### src/rtl/cpu_pkg.sv
// Shared CPU definitions: datapath width, reset/NOP constants and word typedefs.
package cpu_pkg;

  localparam int XLEN = 32;

  typedef logic [XLEN-1:0] instr_t;
  typedef logic [XLEN-1:0] addr_t;

  localparam instr_t NOP_INSTR_C = 32'h0000_0013;
  localparam addr_t  RESET_PC_C  = 32'h0000_0000;

  // Sequential fetch step; the add wraps naturally modulo 2^XLEN.
  function automatic addr_t pc_inc(input addr_t pc);
    return pc + addr_t'(4);
  endfunction

endpackage

### src/rtl/pc_reg.sv
// Program counter register: redirect beats hold, hold beats sequential increment.
module pc_reg
  import cpu_pkg::*;
#(
  parameter addr_t RESET_PC = RESET_PC_C
) (
  input  logic  clk_i,
  input  logic  rst_n_i,
  input  logic  branch_taken,
  input  addr_t branch_target,
  input  logic  stall,
  output addr_t pc
);

  always_ff @(posedge clk_i or negedge rst_n_i) begin
    if (!rst_n_i) begin
      pc <= RESET_PC;
    end else if (branch_taken) begin
      pc <= branch_target;
    end else if (!stall) begin
      pc <= pc_inc(pc);
    end
  end

endmodule

### src/rtl/if_id_stage.sv
// Fetch stage plus IF/ID pipeline register. Optional bubble counter is enabled
// by defining IF_ID_BUBBLE_CNT_EN.
module if_id_stage
  import cpu_pkg::*;
#(
  parameter addr_t  RESET_PC  = RESET_PC_C,
  parameter instr_t NOP_INSTR = NOP_INSTR_C
) (
  input  logic   clk_i,
  input  logic   rst_n_i,
  output addr_t  pc_o,
  input  instr_t imem_data_i,
  input  logic   stall_i,
  input  logic   flush_i,
  input  logic   branch_taken_i,
  input  addr_t  branch_target_i,
  output instr_t instr_o,
  output addr_t  pc_id_o,
  output logic   valid_o
`ifdef IF_ID_BUBBLE_CNT_EN
  ,
  output logic [XLEN-1:0] bubble_cnt_o
`endif
);

  addr_t pc;
  logic  load_bubble;

  pc_reg #(
    .RESET_PC(RESET_PC)
  ) u_pc_reg (
    .clk_i        (clk_i),
    .rst_n_i      (rst_n_i),
    .branch_taken (branch_taken_i),
    .branch_target(branch_target_i),
    .stall        (stall_i),
    .pc           (pc)
  );

  assign pc_o = pc;

  // A taken branch squashes the wrong-path fetch even when decode is stalling.
  assign load_bubble = flush_i | branch_taken_i;

  always_ff @(posedge clk_i or negedge rst_n_i) begin
    if (!rst_n_i) begin
      instr_o <= NOP_INSTR;
      pc_id_o <= RESET_PC;
      valid_o <= 1'b0;
    end else if (load_bubble) begin
      instr_o <= NOP_INSTR;
      pc_id_o <= pc;
      valid_o <= 1'b0;
    end else if (!stall_i) begin
      instr_o <= imem_data_i;
      pc_id_o <= pc;
      valid_o <= 1'b1;
    end
  end

`ifdef IF_ID_BUBBLE_CNT_EN
  always_ff @(posedge clk_i or negedge rst_n_i) begin
    if (!rst_n_i) begin
      bubble_cnt_o <= '0;
    end else if (load_bubble && (bubble_cnt_o != '1)) begin
      bubble_cnt_o <= bubble_cnt_o + 1'b1;
    end
  end
`endif

endmodule

### config.mk
export PLATFORM = sky130hd
export DESIGN_NAME = if_id_stage
export DESIGN_NICKNAME = d
export VERILOG_FILES = /design/src/rtl/cpu_pkg.sv /design/src/rtl/pc_reg.sv /design/src/rtl/if_id_stage.sv
export SDC_FILE = /design/constraint.sdc
export NUM_CORES = 1
export LEC_CHECK = 0
export CORE_MARGIN = 1.5
export CORE_UTILIZATION = 40
export CTS_CLUSTER_SIZE = 24
export DETAILED_ROUTE_END_ITERATION = 10
export MAX_ROUTING_LAYER = met4
export PLACE_DENSITY = 0.82
export SYNTH_ARGS = -nofsm -noshare
export SYNTH_HDL_FRONTEND = slang
export SYNTH_SLANG_ARGS = --single-unit
### constraint.sdc
create_clock -name clk_i -period 2 [get_ports clk_i]
set_input_delay 0.4 -clock clk_i [delete_from_list [all_inputs] [get_ports clk_i]]
set_output_delay 0.4 -clock clk_i [all_outputs]
set_load 0.05 [all_outputs]
==> metrics, run 1 <==
status=finished clean; WL met2=6010 um; largest family of logic cells by synthesized area=simple AND/OR/NAND/NOR gates; power share of the clock group=0.252; Clock Skews=0.0109 ns; CTS Root Cell=clkbuf_8; Setup WS post-layout=0.0380 ns; row cnt=37; Ys Warns=0; Synth Flop Type=dfrtp_1; CP max-delay cell=clkdlybuf4s50_1; min cycle time layout=1.96 ns; Reg2Reg Setup Slack=0.05 ns; Initial Utilization=0.411; initial antenna violation count=0; Total Wirelength=12700 um; CTS tree=built; Synth Instances=423; Metal-1 WL=5590 um; static leakage=3.04 nW; Die Ht=106 um; Synth Cell Area=0.00425 mm^2; hold path start=pc_id_o[26]; PD cells=767 mW/mm^2; CP arrival=1.56 ns; P_int=3.18 mW; DR vias/cell=5.26; Hold Vio Cnt, Final=0; vias=3995; dpl hpwl=8980 um; io pins=166; Synth Area in Adders=0.00295; WS Path Type=flop to output pin; setup violators final=0; Clock Pin Slew Worst Setup and Hold Paths=0.12 ns; area delta synth->final=54.6%; clock latency on the worst-skew pair=0.37 ns; RSZ-0062 raised after global routing=yes; FMAX=510 MHz; #FFs+latches synth=97; post-DR wirelength/cell=16.8 um; WHS Path Cells=2; fin. max-slew vios=0; placed cell areas=0.00628 mm^2; Startpoint Class=flop; Remaining Overflow, GRT=0; Tightest Pin Transition=0.538 ns; critical path data required time=1.60 ns; ANT cells=0; global-route wire length before repair=20000 um; crit path cell chain=clkdlybuf4s50_1; drt first pass iters=4; Reg2Reg Depth=4; Worst Setup SP=instr_o[19]; total clock sinks=97; Buffers & Inverters on Critical Path=1; delay-heaviest family, CP=buffers and inverters; WHS=0.478 ns; Reg power frac=0.445; width of the chip=106 um; Syn Nets=493; max_slew headroom=0.641; GPL Wtd Cong=0.859; Post-route DRC=0; NumNets Final=689; combinational share of power=0.303; core box area=0.0103 mm^2; met3 WL=905 um; max_cap viols=0; Worst Setup End Kind=output pin; Hold Path Class=flop to flop; post-place setup slack=-0.409 ns; Max stage delay on crit path=0.80 ns; H-tree Lvls=3; Switch Pwr=1.86 mW; sequential area share after synthesis=0.572; remaining antenna violation count=0; EDFF count, synth=0; mux cell area share after synthesis=0.00766; post-synthesis average cell area=10.0 um^2; total track usage=0.233; largest net degree at the start of global routing=59; r2r startpoint=u_pc_reg.pc[21]; Netlist cell types=45; clk buf depth=2; Synth Area in Compound Gates=0.134; post-route cell area=0.00657 mm^2; Async SR Flop Fraction=1.00; TritonCTS Buffers=9; r2r endpoint=u_pc_reg.pc[30]; Peak VDD IR=0.000520 V; fin crit share=0.981; layout cells sized above 1=0.208; Top Layer Used=met4; Max FO, Critical Path=2; Port Buffers=165; number of global-route vias before repair=3944; Simple-Gate Fraction of Synth Area=0.227; Synth Area in XOR/XNOR=0.0268; DRT iter0 DRCs=360; die footprint=0.0112 mm^2; Switching Fraction=0.369; Hold Path Sink=pc_id_o[26]
==> power groups by stage <==
stage          clock [mW]  sequential (mW)  combinational (mW)
3_3_place_gp            0             2.27                1.49
4_1_cts              1.30             2.24                1.52
2_1_floorplan           0             2.86               0.259
5_1_grt              1.37             2.27                1.61
6_report             1.27             2.24                1.53
3_5_place_dp            0             2.28                1.52
==> metal layers <==
layer	track usage	up-vias
li1	-	1884
met1	0.305	1928
met2	0.367	161
met3	0.0441	22
met4	0.0743	0
met5	-	-
==> cells in the final DEF, fill, tap and decap left out, types with 6 or more instances in the layout <==
cell type        synthesis  routed
clkbuf_8                 0       9
nor2_1                  16      16
a31oi_1                 12      12
dfrtp_1                 94      75
o31ai_1                 10      10
a22o_1                  29      29
nand2_1                122     122
buf_4                    0      70
clkdlybuf4s50_1          0     115
dfrtp_2                  0      19
nand3_1                 13      13
xor2_1                   6       6
or4_1                   17      16
o21ai_0                 18      18
dlymetal6s2s_1           0      15
xnor2_1                  7       7
==> how the worst max path moves through the flow <==
stage                                 end  slack, ns  cells after the start
after floorplan           u_pc_reg.pc[21]      -0.16                      5
final                         instr_o[19]       0.04                      1
after global routing      u_pc_reg.pc[30]      -0.04                      4
after global placement    u_pc_reg.pc[29]      -0.39                      5
after CTS                 u_pc_reg.pc[19]      0.007                      6
after detailed placement  u_pc_reg.pc[30]      -0.41                      5
==> cell usage after synthesis, types with 5 or more instances <==
cell | instances | area [um^2]
dfrtp_1 | 94 | 2350
or4_1 | 17 | 128
o31ai_1 | 10 | 75.1
a31oi_1 | 12 | 75.1
nor2_1 | 16 | 60.1
xor2_1 | 6 | 52.6
nand3_1 | 13 | 65.1
nand2_1 | 122 | 458
nand4_1 | 5 | 31.3
xnor2_1 | 7 | 61.3
o21ai_0 | 18 | 90.1
a22o_1 | 29 | 254
clkbuf_1 | 20 | 75.1
==> area by class of cell <==
cell class,count,area [um^2]
clock buffer,9,124
sequential,97,2450
multi-input combinational,296,1710
fill,831,3760
timing repair buffer,211,2020
clock inverter,7,72.6
inverter,4,15.0
tap,136,170
==> through the flow <==
step | instances | total power, mW | utilization | TNS [ns]
5_1_grt | 760 | 5.25 | 0.636 | -0.0470
6_report | 760 | 5.04 | 0.636 | 0
4_1_cts | 755 | 5.06 | 0.628 | 0
3_3_place_gp | 738 | 3.77 | 0.609 | -3.03
3_5_place_dp | 738 | 3.80 | 0.609 | -3.69
2_1_floorplan | 423 | 3.12 | - | -0.797
==> cells by family after synthesis <==
kind of cell	count (synthesis)
simple gates	201
flops	97
compound gates	78
buf+inv	30
xor+xnor	13
mux	3
fa+ha+maj	1
==> what timing repair did <==
item / 4_1_cts / 5_1_grt
gates cloned: 0 / 1
hold endpoints to repair: 36 / 0
setup endpoints to repair: 6 / 23
gates resized for setup: 3 / 18
setup buffers: 0 / 5
hold buffers: 1 / 0
pin swaps: 1 / 4
Power figures use the tool's default switching activity.
==> run 2: changes to the inputs <==
CELL_PAD_IN_SITES_DETAIL_PLACEMENT = 0   (was default)
CELL_PAD_IN_SITES_GLOBAL_PLACEMENT = 1   (was default)
CORE_UTILIZATION = 29   (was 40)
PLACE_DENSITY = 0.81   (was 0.82)
==> run 2 against run 1 <==
  * Combinational power about the same
  * Highest routed layer unchanged
  * Largest power group unchanged
  * Final area up 2.7%
  * Critical path type unchanged
  * Die area up 37%
  * Largest cell class unchanged
  * Via count up 0.33%
  * Global-route usage down 5.8 points
  * Sequential share of layout area down 0.98 points
  * Flip-flop and latch count unchanged
==> metrics, run 2 (synthesis gave the netlist of run 1 again) <==
commonest non-fill, non-tap cell in the layout=clkdlybuf4s50_1; row cnt=44 (+19%); max_cap viols=0 (unchanged); CP max-delay cell=clkdlybuf4s50_1; DRT iter0 DRCs=211 (-41%); core box area=0.0144 mm^2 (+40%); DR vias/cell=4.94 (-6.1%); crit path cell chain=clkdlybuf4s50_1; static leakage=2.91 nW (-4.1%); RSZ-0062 raised after global routing=yes; setup violators final=0 (unchanged); fin crit share=0.971 (-0.00983); NumNets Final=693 (+0.58%); Clock Pin Slew Worst Setup and Hold Paths=0.08 ns (-0.04 ns); initial antenna violation count=0 (unchanged); Die Ht=124 um (+17%); Peak VDD IR=0.000425 V (-18%); clock latency on the worst-skew pair=0.35 ns (-0.02 ns); CTS Root Cell=clkbuf_16; remaining antenna violation count=0 (unchanged); Reg2Reg Setup Slack=0.09 ns (+0.04 ns); area taken by multi-input logic gates=0.00173 mm^2 (+1.2%); Initial Utilization=0.295 (-0.117); fin. max-slew vios=0 (unchanged); Hold Vio Cnt, Final=0 (unchanged); Total Wirelength=13200 um (+3.5%); total power=5.63 mW (+12%); status=finished clean; post-place setup slack=-0.429 ns (-0.0197 ns); filler cell count=1381 (+66%); io pins=166 (unchanged); max_slew headroom=0.643 (+0.00226); Port Buffers=165 (unchanged); total track usage=0.175 (-0.0576); clk buf depth=2 (unchanged); CTS tree=built; number of global-route vias before repair=3876 (-1.7%); min cycle time layout=1.94 ns (-0.0197 ns); width of the chip=124 um (+17%); layout cells sized above 1=0.220 (+0.0114); WS Path Type=flop to output pin; H-tree Lvls=3 (unchanged); drt first pass iters=4 (unchanged); CP arrival=1.54 ns (-0.02 ns); FMAX=515 MHz (+1.0%); commonest non-fill, non-tap cells in the layout=clkdlybuf4s50_1, nand2_1, buf_4, dfrtp_1, a22o_1; Remaining Overflow, GRT=0 (unchanged); FF+latch area=0.00245 mm^2 (unchanged); dpl hpwl=9590 um (+6.8%); TritonCTS Buffers=9 (unchanged); final core utilization=0.468 (-0.169); PD cells=835 mW/mm^2 (+8.8%); WHS=0.468 ns (-0.00958 ns); ANT cells=0 (unchanged); Worst Setup End Kind=output pin; Reg2Reg Depth=6 (+2); Post-route DRC=0 (unchanged); total clock sinks=97 (unchanged); r2r startpoint=u_pc_reg.pc[6]; area delta synth->final=58.8%; Setup WS post-layout=0.0577 ns (+0.0197 ns); Clock Skews=0.00954 ns (-0.00132 ns); GPL Wtd Cong=0.814 (-5.3%); vias=4008 (+0.33%); TNS Setup=0 ns (unchanged); Max stage delay on crit path=0.83 ns (+0.03 ns); Hold Path Class=input pin to async pin; Max FO, Critical Path=2 (unchanged); r2r endpoint=u_pc_reg.pc[19]; critical path data required time=1.60 ns (about the same); delay-heaviest family, CP=buffers and inverters; Buffers & Inverters on Critical Path=1 (unchanged); post-DR wirelength/cell=16.3 um (-3.1%); die footprint=0.0154 mm^2 (+37%); Startpoint Class=flop; global-route wire length before repair=20100 um (+0.65%); Tightest Pin Transition=0.534 ns (-0.00419 ns); largest net degree at the start of global routing=37 (-37%)
==> run 2: per-stage QoR <==
| stage | instances | area (um^2) |
|---|---|---|
| after floorplan | 423 | 4290 |
| after global placement | 786 | 6330 |
| after detailed placement | 786 | 6330 |
| after CTS | 803 | 6660 |
| after global routing | 812 | 6740 |
| final | 812 | 6740 |
==> run 2: routing by layer <==
| layer | vias to the layer above | GRT usage | share of wire |
|---|---|---|---|
| met1 | 1951 | 0.223 | 0.43 |
| li1 | 1911 | - | - |
| met2 | 138 | 0.282 | 0.48 |
| met5 | - | - | 0 |
| met4 | 0 | 0.0419 | 0.0091 |
| met3 | 8 | 0.0421 | 0.075 |
==> run 2: worst max path at each step <==
stage	startpoint	to	slack, ns	depth (start not counted)
after floorplan	u_pc_reg.pc[6]	u_pc_reg.pc[21]	-0.16	5
after global placement	stall_i	u_pc_reg.pc[25]	-0.40	5
after detailed placement	stall_i	u_pc_reg.pc[29]	-0.43	5
after CTS	u_pc_reg.pc[8]	u_pc_reg.pc[21]	0.02	5
after global routing	u_pc_reg.pc[6]	u_pc_reg.pc[19]	-0.008	6
final	instr_o[18]	instr_o[18]	0.06	1
==> run 2: area by class of cell <==
cell class | instances | area share
clock inverters | 7 | 0.0137
clock buffers | 9 | 0.0334
flip-flops and latches | 97 | 0.364
repair buffers | 214 | 0.295
multi-input cells | 297 | 0.257
well taps | 184 | 0.0341
inverters | 4 | 0.00223
==> run 2: where the power goes <==
part,switching [mW],internal [mW]
clock,0.851,1.01
combinational,0.961,0.560
sequential,0.117,2.13
total,1.93,3.70
==> run 2: timing repair <==
| item | 4_1_cts | 5_1_grt |
|---|---|---|
| resized for setup | 3 | 7 |
| hold endpoints to repair | 17 | 0 |
| hold buffers | 1 | 0 |
| gates cloned | 0 | 2 |
| pin swaps | 1 | 12 |
| buffers inserted | 0 | 7 |
| endpoints found under the setup margin | 6 | 7 |
==> run 3: changes to the inputs <==
CAP_MARGIN = 15   (was default)
==> results of run 3 <==
Same layout as run 2: the final DEF is identical, and so are final timing and power.
